===== src/rtl/sar_pkg.sv =====
// ---------------------------------------------------------------------------
// sar_pkg
// Definitions shared by the SAR result reader and its neighbours:
//   - sar_state_e : serial-frame FSM encoding (IDLE, SHIFT, GAP)
//   - GAP_CYCLES  : cycles cs_n stays high after each frame
//   - SAR_DATA_W  : default conversion word width, also used by sarlogic
// ---------------------------------------------------------------------------
package sar_pkg;

   typedef enum logic [1:0] {
      ST_IDLE  = 2'd0,
      ST_SHIFT = 2'd1,
      ST_GAP   = 2'd2
   } sar_state_e;

   localparam int GAP_CYCLES = 2;
   localparam int SAR_DATA_W = 12;

endpackage


===== src/rtl/sar_sync_fifo.sv =====
// ---------------------------------------------------------------------------
// sar_sync_fifo
// Single-clock FIFO holding conversion words until the serialiser takes them.
// A push while full is accepted only when a pop happens in the same cycle.
// Ports:
//   clk, reset : clock, synchronous active-high reset (empties the FIFO)
//   push, din  : write request and data
//   pop, dout  : read request and head-of-queue data (valid while !empty)
//   count      : words currently stored
//   full/empty : status flags derived from count
// ---------------------------------------------------------------------------
module sar_sync_fifo
   import sar_pkg::*;
#(
   parameter int DATA_W = SAR_DATA_W,
   parameter int DEPTH  = 4
) (
   input  logic                     clk,
   input  logic                     reset,
   input  logic                     push,
   input  logic                     pop,
   input  logic [DATA_W-1:0]        din,
   output logic [DATA_W-1:0]        dout,
   output logic [$clog2(DEPTH):0]   count,
   output logic                     full,
   output logic                     empty
);

   localparam int AW = $clog2(DEPTH);
   localparam int CW = AW + 1;

   logic [DATA_W-1:0] r_mem [DEPTH];
   logic [AW-1:0]     r_wptr;
   logic [AW-1:0]     r_rptr;
   logic [CW-1:0]     r_count;
   logic              w_wr;
   logic              w_rd;

   // When full, the same-cycle pop frees the slot the write lands in.
   assign w_wr  = push & (~full | pop);
   assign w_rd  = pop & ~empty;

   assign full  = (r_count == CW'(DEPTH));
   assign empty = (r_count == '0);
   assign count = r_count;
   assign dout  = r_mem[r_rptr];

   always_ff @(posedge clk) begin
      if (reset) begin
         r_wptr  <= '0;
         r_rptr  <= '0;
         r_count <= '0;
      end else begin
         if (w_wr) r_wptr <= r_wptr + 1'b1;
         if (w_rd) r_rptr <= r_rptr + 1'b1;
         case ({w_wr, w_rd})
            2'b10:   r_count <= r_count + 1'b1;
            2'b01:   r_count <= r_count - 1'b1;
            default: r_count <= r_count;
         endcase
      end
   end

   always_ff @(posedge clk) begin
      if (w_wr) r_mem[r_wptr] <= din;
   end

endmodule


===== src/rtl/sar_result_reader.sv =====
// ---------------------------------------------------------------------------
// sar_result_reader
// Captures each conversion word on the rising edge of conv_done, buffers it
// in a small FIFO and sends buffered words off-chip as MSB-first serial
// frames on cs_n/sclk/sdo.
// Ports:
//   clk, reset   : clock, synchronous active-high reset
//   sample_code  : conversion result, valid when conv_done rises
//   conv_done    : conversion-complete level (may stay high several cycles)
//   clr_ovf      : one-cycle pulse clearing the overflow flag
//   cs_n         : frame select, active low
//   sclk         : serial clock, idles low, receiver samples on rising edge
//   sdo          : serial data, MSB first
//   fifo_count   : words currently buffered
//   overflow     : sticky, a word was dropped because the FIFO was full
//   frame_done   : one-cycle pulse in the first cycle after a frame
// ---------------------------------------------------------------------------
module sar_result_reader
   import sar_pkg::*;
#(
   parameter int DATA_W     = SAR_DATA_W,
   parameter int FIFO_DEPTH = 4,
   parameter int CLK_DIV    = 2
) (
   input  logic                          clk,
   input  logic                          reset,
   input  logic [DATA_W-1:0]             sample_code,
   input  logic                          conv_done,
   input  logic                          clr_ovf,
   output logic                          cs_n,
   output logic                          sclk,
   output logic                          sdo,
   output logic [$clog2(FIFO_DEPTH):0]   fifo_count,
   output logic                          overflow,
   output logic                          frame_done
);

   localparam int BIT_LEN = 2 * CLK_DIV;
   localparam int CNT_W   = $clog2((BIT_LEN > GAP_CYCLES) ? BIT_LEN : GAP_CYCLES);
   localparam int BIT_W   = $clog2(DATA_W);

   sar_state_e          r_state, w_state_nx;
   logic [CNT_W-1:0]    r_cnt, w_cnt_nx;
   logic [BIT_W-1:0]    r_bit, w_bit_nx;
   logic [DATA_W-1:0]   r_shreg;
   logic                r_conv_d;
   logic                r_cs_n, r_sclk, r_sdo, r_fd, r_ovf;
   logic                w_cs_n_nx, w_sclk_nx, w_sdo_nx, w_fd_nx;
   logic                w_push, w_pop, w_drop;
   logic [DATA_W-1:0]   w_fifo_dout;
   logic                w_fifo_full, w_fifo_empty;

   // Capture stage: one push per conv_done rising edge.
   assign w_push = conv_done & ~r_conv_d;
   assign w_drop = w_push & w_fifo_full & ~w_pop;

   sar_sync_fifo #(
      .DATA_W (DATA_W),
      .DEPTH  (FIFO_DEPTH)
   ) u_fifo (
      .clk   (clk),
      .reset (reset),
      .push  (w_push),
      .pop   (w_pop),
      .din   (sample_code),
      .dout  (w_fifo_dout),
      .count (fifo_count),
      .full  (w_fifo_full),
      .empty (w_fifo_empty)
   );

   // Serialiser stage: next-state and next-output decode. Outputs are
   // computed one cycle ahead so every pin comes straight from a flop.
   always_comb begin
      w_state_nx = r_state;
      w_cnt_nx   = r_cnt;
      w_bit_nx   = r_bit;
      w_pop      = 1'b0;
      w_cs_n_nx  = 1'b1;
      w_sclk_nx  = 1'b0;
      w_sdo_nx   = 1'b0;
      w_fd_nx    = 1'b0;
      case (r_state)
         ST_IDLE: begin
            if (!w_fifo_empty) begin
               w_pop      = 1'b1;
               w_state_nx = ST_SHIFT;
               w_cnt_nx   = '0;
               w_bit_nx   = BIT_W'(DATA_W - 1);
               w_cs_n_nx  = 1'b0;
               w_sdo_nx   = w_fifo_dout[DATA_W-1];
            end
         end
         ST_SHIFT: begin
            w_cs_n_nx = 1'b0;
            w_sdo_nx  = r_sdo;
            if (r_cnt == CNT_W'(BIT_LEN - 1)) begin
               // End of a bit's high phase: next bit, or close the frame.
               w_cnt_nx = '0;
               if (r_bit == '0) begin
                  w_state_nx = ST_GAP;
                  w_cs_n_nx  = 1'b1;
                  w_sdo_nx   = 1'b0;
                  w_fd_nx    = 1'b1;
               end else begin
                  w_bit_nx = r_bit - 1'b1;
                  w_sdo_nx = r_shreg[r_bit - 1'b1];
               end
            end else begin
               w_cnt_nx  = r_cnt + 1'b1;
               w_sclk_nx = ((r_cnt + 1'b1) >= CNT_W'(CLK_DIV));
            end
         end
         ST_GAP: begin
            if (r_cnt == CNT_W'(GAP_CYCLES - 1)) begin
               w_state_nx = ST_IDLE;
               w_cnt_nx   = '0;
            end else begin
               w_cnt_nx = r_cnt + 1'b1;
            end
         end
         default: w_state_nx = ST_IDLE;
      endcase
   end

   // Register stage: control state and registered pins.
   always_ff @(posedge clk) begin
      if (reset) begin
         r_state  <= ST_IDLE;
         r_cnt    <= '0;
         r_bit    <= '0;
         r_conv_d <= 1'b0;
         r_cs_n   <= 1'b1;
         r_sclk   <= 1'b0;
         r_sdo    <= 1'b0;
         r_fd     <= 1'b0;
         r_ovf    <= 1'b0;
      end else begin
         r_state  <= w_state_nx;
         r_cnt    <= w_cnt_nx;
         r_bit    <= w_bit_nx;
         r_conv_d <= conv_done;
         r_cs_n   <= w_cs_n_nx;
         r_sclk   <= w_sclk_nx;
         r_sdo    <= w_sdo_nx;
         r_fd     <= w_fd_nx;
         // A new drop outranks a simultaneous clear.
         r_ovf    <= w_drop | (r_ovf & ~clr_ovf);
      end
   end

   always_ff @(posedge clk) begin
      if (w_pop) r_shreg <= w_fifo_dout;
   end

   assign cs_n       = r_cs_n;
   assign sclk       = r_sclk;
   assign sdo        = r_sdo;
   assign overflow   = r_ovf;
   assign frame_done = r_fd;

endmodule


===== config.mk =====
export PLATFORM = sky130hd
export DESIGN_NAME = sar_result_reader
export DESIGN_NICKNAME = d
export VERILOG_FILES = /design/src/rtl/sar_pkg.sv /design/src/rtl/sar_sync_fifo.sv /design/src/rtl/sar_result_reader.sv
export SDC_FILE = /design/constraint.sdc
export NUM_CORES = 1
export LEC_CHECK = 0
export CORE_UTILIZATION = 42
export DETAILED_ROUTE_END_ITERATION = 16
export DONT_BUFFER_PORTS = 1
export GPL_ROUTABILITY_DRIVEN = 0
export MAX_ROUTING_LAYER = met4
export REMOVE_ABC_BUFFERS = 1
export SKIP_CTS_REPAIR_TIMING = 1
export SYNTH_ARGS = -nofsm -noshare
export SYNTH_HDL_FRONTEND = slang
export SYNTH_SLANG_ARGS = --single-unit

===== constraint.sdc =====
create_clock -name clk -period 3.9 [get_ports clk]
set_input_delay 0.39 -clock clk [delete_from_list [all_inputs] [get_ports clk]]
set_output_delay 0.39 -clock clk [all_outputs]
set_load 0.01 [all_outputs]

# Word level (Yosys, flattened, before mapping)
# Memory sizes are Yosys's and may differ from the RTL's. A register that Yosys moved wholly into a read port is not among the register bits.
# Index checks and enable logic that the tools add are counted.
[op_classes]
n_bitwise = 14
reduce_logical = 11
n_addsub = 6
n_eq_ne = 12
mux = 30
magnitude_cmp = 2
[op_table]
columns = ["op", "n"]
rows = [
  ["two-way mux 2 bit", 9],
  ["two-way mux 4 bit", 3],
  ["case mux 2 bit (3 select lines)", 2],
  ["two-way mux 1 bit", 11],
  ["inequality test 2 bit (second input constant)", 5],
  ["case mux 4 bit (2 select lines)", 1],
  ["AND reduction 4 bit", 2],
  ["adder 2 x 1 -> 2 bit (second input constant)", 3],
  ["AND 1 bit", 6],
  ["equality test 2 x 1 -> 1 bit (second input constant)", 3],
  ["equality test 2 bit (second input constant)", 3],
  ["inverter 1 bit", 6],
  ["case mux 3 bit (2 select lines)", 1],
  ["less-than comparator 4 x 5 -> 1 bit (second input constant)", 1],
  ["binary-select mux 1 bit (select 4 bit)", 1],
  ["logical NOT 4 bit", 1],
  ["case mux 1 bit (2 select lines)", 2],
  ["nonzero test 2 bit", 2],
  ["subtractor 4 x 1 -> 4 bit (second input constant)", 1],
  ["adder 3 x 1 -> 3 bit (second input constant)", 1],
  ["equality test 3 bit (second input constant)", 1],
  ["logical NOT 3 bit", 1],
  ["nonzero test 3 bit", 1],
  ["OR reduction 3 bit", 1],
  ["other kinds (6)", 7],
]
[word_totals]
mem_count = 1
regBits = 33
out_inout_bits = 8
ram_bits = 48
[mem_list]
columns = ["memory", "words", "word_bits", "rd", "rd_ports_with_merged_regs", "wr", "line", "rtl"]
rows = [
  ["u_fifo.r_mem", 4, 12, 1, 1, 1, "sar_sync_fifo.sv:32", "logic [DATA_W-1:0] r_mem [DEPTH];"],
]

# Logic depth before layout (Yosys ltp)
# Gate-level depths: netlist (run 1).
[depth]
ltp_word = 7
mapped_depth = 11
ltp_nobuf = 11

# Hierarchy
# Synthesis (run 1) repeated with hierarchy kept, for this count alone.
[hier_totals]
cells_unflattened = 223
area_unflattened_um2 = 3490.8
[by_module_without_submodules]
columns = ["mod", "area_per_inst_um2", "seq_area_each_um2", "n_inst", "cells_per_inst"]
rows = [
  ["sar_sync_fifo", 2238.4, 1621.6, 1, 116],
  ["sar_result_reader", 1252.5, 640.6, 1, 107],
]

# Least setup slack after synthesis (run 1)
# No wires, ideal clock.
[synth_path]
kind = "register to register"
startpoint = "register r_state[0]"
endpoint = "register u_fifo.r_count[2] (netlist: u_fifo.count[2])"
arrival_ns = 2.455
path_stages_with_launch = 12
path_buffers = 0
setup_time_ns = 0.070
period_less_slack_ns = 2.525
path_slack_ns = 1.375
cell_sequence = "dfxtp_1 inv_1 ha_1 nor4b_1 nor3b_2 inv_1 ha_1 inv_1 fa_1 xor2_1 or3_1 a21oi_1"
[synth_via]
elab_chain_cells = 6
word_cells_on_any_way = 9
[synth_rtl]
columns = ["element", "line", "rtl"]
rows = [
  ["start, declared", "sar_result_reader.sv:42", "sar_state_e r_state, w_state_nx;"],
  ["start signal, assigned", "sar_result_reader.sv:139", "r_state <= w_state_nx;"],
  ["logical NOT 2 bit (*)", "sar_result_reader.sv:83", "case (r_state)"],
  ["two-way mux 1 bit (*)", "sar_result_reader.sv:83", ""],
  ["bitwise OR 1 bit", "sar_sync_fifo.sv:40", "assign w_wr = push & (~full | pop);"],
  ["AND 1 bit", "sar_sync_fifo.sv:40", ""],
  ["equality test 2 x 1 -> 1 bit / equality test 2 bit (equally long branches)", "sar_sync_fifo.sv:56", "case ({w_wr, w_rd})"],
  ["case mux 3 bit (2 select lines) / nonzero test 2 bit (equally long branches)", "n/a", ""],
  ["end signal, assigned", "sar_sync_fifo.sv:57", "2'b10: r_count <= r_count + 1'b1;"],
  ["end signal, assigned", "sar_sync_fifo.sv:58", "2'b01: r_count <= r_count - 1'b1;"],
  ["end signal, assigned", "sar_sync_fifo.sv:59", "default: r_count <= r_count;"],
  ["end, declared", "sar_sync_fifo.sv:35", "logic [CW-1:0] r_count;"],
]
# Every way passes the cells marked *; elsewhere a longest branch is shown, timed or not.
# A chain may end at the register's enable or synchronous reset.

# Worst setup path in the final report (run 1)
# Same ends and word-level chain as after synthesis.

==> results.cfg, run 1 <==
[grt]
grt-ovfl-total = 0
grt_use_met3_pct = 4.47
grt_pass1_vias = 1766
grt_max_degree = 23
met2_usage_pct = 22.1
antenna_found_initial = 0
top_usage_layer = met2
met1_usage_pct = 18.0
grtUsageTotal_pct = 14.5
grt_pass1_wl_um = 8960

[clock_tree]
insertion_delay_ns = 0.34
cts_sinks = 83
cts_tree = yes
clockRootBuffer = clkbuf_8
clk_path_buf_depth = 2
cts_made_buffers = 9
clkTransAtPathRegs_ns = 0.09
htreeDepth = 3

[place]
io_buffer_count = 0
placed_cells = 316
placed_area_mm2 = 0.00358
hpwl_um = 3520

[die]
num_rows = 32
die_h_um = 93.1
num_io_pins = 24
core_mm2 = 0.00789
die_w_um = 93.1
start_util_pct = 44.2
fp.dieArea_mm2 = 0.00867

[logic_synthesis]
synthCells = 219
ys_ff_latch = 83
synthFlopType = edfxtp_1
synth_edf_count = 60
syn_area_per_cell_um2 = 15.9
async_flop_share_pct = 0
yosysSeqAreaShare_pct = 64.9
yosysWarningCount = 0
yosysUniqueCellTypes = 45
synth_area_mm2 = 0.00349

[routing]
drtIter0Drc = 76
viasPerCell = 5.23
drt_wl_total_um = 5470
wl_per_cell_um = 16.5
drc = 0
ant_nets = 0
dr.pass1.iters = 4
vias = 1735

[power]
power.density_mw_per_mm2 = 695
peakVddDrop_mv = 0.267
totalPowerFinal_uw = 2630
leakagePower_uw = 0.00126

[final_layout]
num-fill-cells = 673
nNetsFinal = 256
final_util_pct = 48.0
area_delta_synth_final_pct = 8.51
postLayoutCellArea_mm2 = 0.00378
drive_gt1_share_pct = 16.1
fin_cells = 332
antenna_cells = 0

[timing]
drv_slew = 0
rsz0062_at_grt = no
fmax_mhz = 362
finalSetupTns_ns = 0
min_period_ns = 2.76
finalClockSkew_ns = 0.00691
post-route-period-util_pct = 70.8
slew_headroom_pct = 44.3
hold_viol_final = 0
setup_viol = 0
tightest_slew_ns = 0.835

[setup_path]
cp-startpoint = r_state[0]$_SDFFE_PP0P_
arrival_ns = 3.04
crit_type = reg2reg
crit_path_end_kind = flip-flop
worstSetupStartpointType = flip-flop
cp_max_fo = 7
rr_startpoint = r_state[0]$_SDFFE_PP0P_
required_ns = 4.18

[min_path]
hold_path_class = in2reg
hold_start = reset

[status]
status = completed

[flow_run]
maxCapViolations = 0
==> final cells by class <==
| type | instances | area [um^2] | area share, % |
|---|---|---|---|
| Sequential cell | 83 | 2260 | 59.8 |
| Multi-Input combinational cell | 118 | 1140 | 30.1 |
| Tap cell | 102 | 128 | 3.37 |
| Clock buffer | 9 | 124 | 3.27 |
| Clock inverter | 7 | 76.3 | 2.02 |
| Inverter | 12 | 45.0 | 1.19 |
| Timing Repair Buffer | 1 | 7.51 | 0.198 |
==> where the power goes <==
group | internal (uW) | leakage, uW | switching, uW
Clock | 300 | 0.0000962 | 320
Combinational | 369 | 0.000425 | 374
Sequential | 1140 | 0.000740 | 131
==> path summary, 6_finish.rpt <==
| path | end | slack (ns) | cells after the start |
|---|---|---|---|
| min reg2reg | overflow$_SDFF_PP0_ | 0.51 | 2 |
| max reg2reg | u_fifo.count[2]$_SDFFE_PP0P_ | 1.14 | 11 |
| max | u_fifo.count[2]$_SDFFE_PP0P_ | 1.14 | 11 |
| min | overflow$_SDFF_PP0_ | 0.10 | 1 |
==> sequential cells by signal, summed over array words and instances, names as in the netlist, 2 cells and up, named ones only <==
register / cells
r_bit: 4
r_cnt: 2
r_shreg: 12
r_state: 2
u_fifo.count: 3
u_fifo.r_mem: 48
u_fifo.r_rptr: 2
u_fifo.r_wptr: 2
==> cells in the final DEF (no fill, tap or decap), drive strengths merged, types with 2 or more instances in the layout <==
cell type / synthesis / routed
edfxtp: 60 / 60
dfxtp: 23 / 23
mux4: 15 / 15
ha: 14 / 14
inv: 12 / 14
nor2: 12 / 12
a21oi: 11 / 11
clkbuf: 2 / 9
nand2: 7 / 7
nor2b: 5 / 5
nor3: 5 / 5
and2: 4 / 4
o21ai: 4 / 4
nand2b: 4 / 4
o21a: 3 / 3
xor2: 3 / 3
nor4b: 3 / 3
xnor2: 2 / 2
nand3: 2 / 2
or3: 2 / 2
nand3b: 2 / 2
o2111ai: 2 / 2
mux2i: 2 / 2
clkinvlp: 0 / 2
nor3b: 2 / 2
clkinv: 0 / 2
==> routing by layer <==
layer	vias up	wire length (um)
met5	-	0
met4	0	77
met3	6	193
met2	28	2610
met1	861	2590
li1	840	-
==> cells in the mapped netlist (3+ instances only) <==
cell | n | area, um^2
nor2_1 | 12 | 45.0
nand2b_1 | 4 | 25.0
nor3_1 | 5 | 25.0
and2_1 | 4 | 25.0
ha_1 | 14 | 175
xor2_1 | 3 | 26.3
dfxtp_1 | 23 | 460
edfxtp_1 | 60 | 1800
inv_1 | 12 | 45.0
o21a_1 | 3 | 22.5
nand2_1 | 7 | 26.3
nor2b_1 | 5 | 31.3
a21oi_1 | 11 | 55.1
o21ai_0 | 4 | 20.0
mux4_1 | 3 | 78.8
mux4_2 | 12 | 270
==> cells by family (layout without fill, tap and decap cells) <==
group                    count (synthesis)  in the layout  synth area share [%]
AND/OR/NAND/NOR                         52             52                  9.15
multiplexers                            17             17                  10.6
XOR/XNOR                                 5              5                  1.26
flip-flops                              83             83                  64.9
AO/OA/AOI/OAI                           29             29                  6.10
adder cells (fa/ha/maj)                 15             15                  5.60
buffers and inverters                   18             29                  2.40
==> worst max-delay path: stages (launching register included) <==
cell     delay (ns)
dfxtp_1        0.38
inv_1          0.08
ha_1           0.28
nor4b_1        0.49
nor3b_2        0.17
inv_1          0.09
ha_1           0.18
inv_1          0.06
fa_1           0.37
xor2_1         0.16
or3_1          0.30
a21oi_1        0.15
==> through the flow <==
step	hold WS (ns)	setup WS (ns)
3_3_place_gp	0.463	1.26
6_report	0.102	1.14
5_1_grt	0.0750	0.904
2_1_floorplan	0.459	1.38
3_5_place_dp	0.466	1.13
4_1_cts	0.0833	1.11
Power figures use the tool's default switching activity.
==> run 2, diff against run 1 <==
Settings changed: ABC_AREA set to 1.
Clock period 3.9 ns to 2.4 ns, I/O delays scaled along.
==> results.cfg, run 2 <==
[status]
status = completed

[logic_synthesis]
synthFlopType = edfxtp_1
ys_ff_latch = 83
yosysWarningCount = 0
synth_area_mm2 = 0.00344
synthCells = 310
yosys.area.top_type = edfxtp_1
synth_edf_count = 60
yosysUniqueCellTypes = 26
syn_area_per_cell_um2 = 11.1
yosys.area.top_type_share_pct = 52.3
yosysMostFrequentCell = edfxtp_1
yosysSeqAreaShare_pct = 65.7
async_flop_share_pct = 0
synth_top_cells_by_area = edfxtp_1, dfxtp_1, o21ai_0
synth_common_cells = edfxtp_1, nor2_1, inv_1

[final_layout]
top_register = u_fifo.r_mem
mostFrequentLayoutCell = edfxtp_1
postLayoutCellArea_mm2 = 0.00395
layout_common_cells = edfxtp_1, nor2_1, inv_1
num-fill-cells = 730
largest_reg_flops = 48
area_delta_synth_final_pct = 14.5
drive_gt1_share_pct = 10.3
fin_cells = 443
reg_top3 = u_fifo.r_mem (48), r_shreg (12), r_bit (4)
antenna_cells = 0
nNetsFinal = 367

[clock_tree]
clkTransAtPathRegs_ns = 0.09
cts_tree = yes
cts_sinks = 83
insertion_delay_ns = 0.35
clockRootBuffer = clkbuf_8
htreeDepth = 3
cts_made_buffers = 9
clk_path_buf_depth = 2

[power]
p_seq_share_pct = 46.5
combPwrFrac_pct = 30.9
switchingPower_uw = 1580
power_frac_clock_pct = 22.5
peakVddDrop_mv = 0.523
sw_frac_of_total_pct = 36.5
internal_power_uw = 2750
power.density_mw_per_mm2 = 1100
leakagePower_uw = 0.00147

[timing]
slew_headroom_pct = 68.3
fmax_mhz = 465
hold_viol_final = 0
setup_viol = 0
drv_slew = 0
post-route-period-util_pct = 89.6
tightest_slew_ns = 0.475
setup_ws_ns = 0.250
rsz0062_at_grt = no
finalClockSkew_ns = 0.00721
min_period_ns = 2.15

[setup_path]
worstRegToRegCells = 10
arrival_ns = 2.40
regToRegSetupSlack_ns = 0.25
required_ns = 2.65
crit_type = reg2reg
crit_path_end_kind = flip-flop
worstSetupStartpointType = flip-flop
cp_max_fo = 6
r2r-end = u_fifo.count[2]$_SDFFE_PP0P_
rr_startpoint = r_state[0]$_SDFFE_PP0P_

[die]
start_util_pct = 43.9
num_io_pins = 24
fp.dieArea_mm2 = 0.00857
die_w_um = 92.6
die_h_um = 92.6
core_mm2 = 0.00785
num_rows = 32

[routing]
dr.pass1.iters = 4
drtIter0Drc = 55
vias = 2188
viasPerCell = 4.94
drt_wl_total_um = 6060
drc = 0
ant_nets = 0
wl_per_cell_um = 13.7

[min_path]
min_to = overflow$_SDFF_PP0_
worstHoldPathCells = 3
hold_start = clr_ovf
hold_path_class = in2reg

[grt]
grt_pass1_wl_um = 9910
grt_max_degree = 25
grt_pass1_vias = 2086
grtUsageTotal_pct = 16.0
antenna_found_initial = 0
grt-ovfl-total = 0

[place]
hpwl_um = 3850
io_buffer_count = 0
placed_area_mm2 = 0.00360
placed_cells = 413
post-place-ws_ns = 0.138

[flow_run]
maxCapViolations = 0
## run 2: power by group through the flow
stage / logic, uW / registers, uW / clock network, uW
final: 1340 / 2010 / 975
after global routing: 1550 / 2050 / 1080
after CTS: 1300 / 2010 / 1000
after detailed placement: 1300 / 2050 / 0
after global placement: 1280 / 2040 / 0
after floorplan: 954 / 2030 / 0
## run 2: worst max-delay path by stage
stage                                       start                            to  slack [ns]  cells after the start
after global routing      r_state[0]$_SDFFE_PP0P_  u_fifo.count[2]$_SDFFE_PP0P_        0.03                     10
after CTS                 r_state[0]$_SDFFE_PP0P_  u_fifo.count[2]$_SDFFE_PP0P_        0.12                     10
after detailed placement  r_state[0]$_SDFFE_PP0P_  u_fifo.count[2]$_SDFFE_PP0P_        0.14                     10
after floorplan           r_state[0]$_SDFFE_PP0P_  u_fifo.count[2]$_SDFFE_PP0P_       -0.27                     11
final                     r_state[0]$_SDFFE_PP0P_  u_fifo.count[2]$_SDFFE_PP0P_        0.25                     10
after global placement    r_state[0]$_SDFFE_PP0P_  u_fifo.count[2]$_SDFFE_PP0P_        0.25                     10
## run 2: layout make-up
type	instances	area, um^2	share of cell area, %
well taps	102	128	3.24
repair buffers	23	208	5.26
clock buffers	9	124	3.14
flip-flops and latches	83	2260	57.3
inverters	38	143	3.62
clock inverters	7	67.6	1.71
multi-input cells	181	1010	25.7
## run 2: cells by family after synthesis
| family | Yosys count | share of synthesized area [%] |
|---|---|---|
| simple gates | 95 | 11.6 |
| flops | 83 | 65.7 |
| compound gates | 70 | 11.6 |
| buf+inv | 46 | 5.23 |
| fa+ha+maj | 15 | 5.67 |
| xor+xnor | 1 | 0.254 |
## run 2: metal layers
layer	vias up	share of wire (%)	GRT usage, %
met4	0	2.0	7.81
met2	26	46	24.4
met5	-	0	-
met3	11	3.0	4.02
li1	1128	-	-
met1	1023	49	20.0
## run 2: worst max-delay path, cell delays in order (launching register included)
cell and delay, ns:
dfxtp_1 0.37, inv_1 0.09, ha_2 0.24, o31ai_4 0.28, ha_1 0.18, inv_1 0.06
fa_1 0.38, a21oi_1 0.15, o21ai_0 0.12, o21ai_1 0.13, a21oi_1 0.05
## run 2: through the flow
stage                     setup TNS (ns)  hold WS, ns  power (uW)  utilization (%)
after floorplan                   -0.273        0.309        2990                -
after global placement                 0        0.311        3320             45.9
after detailed placement               0        0.313        3340             45.9
after CTS                              0      -0.0818        4320             48.3
after global routing                   0       0.0401        4670             50.3
final                                  0       0.0400        4320             50.3
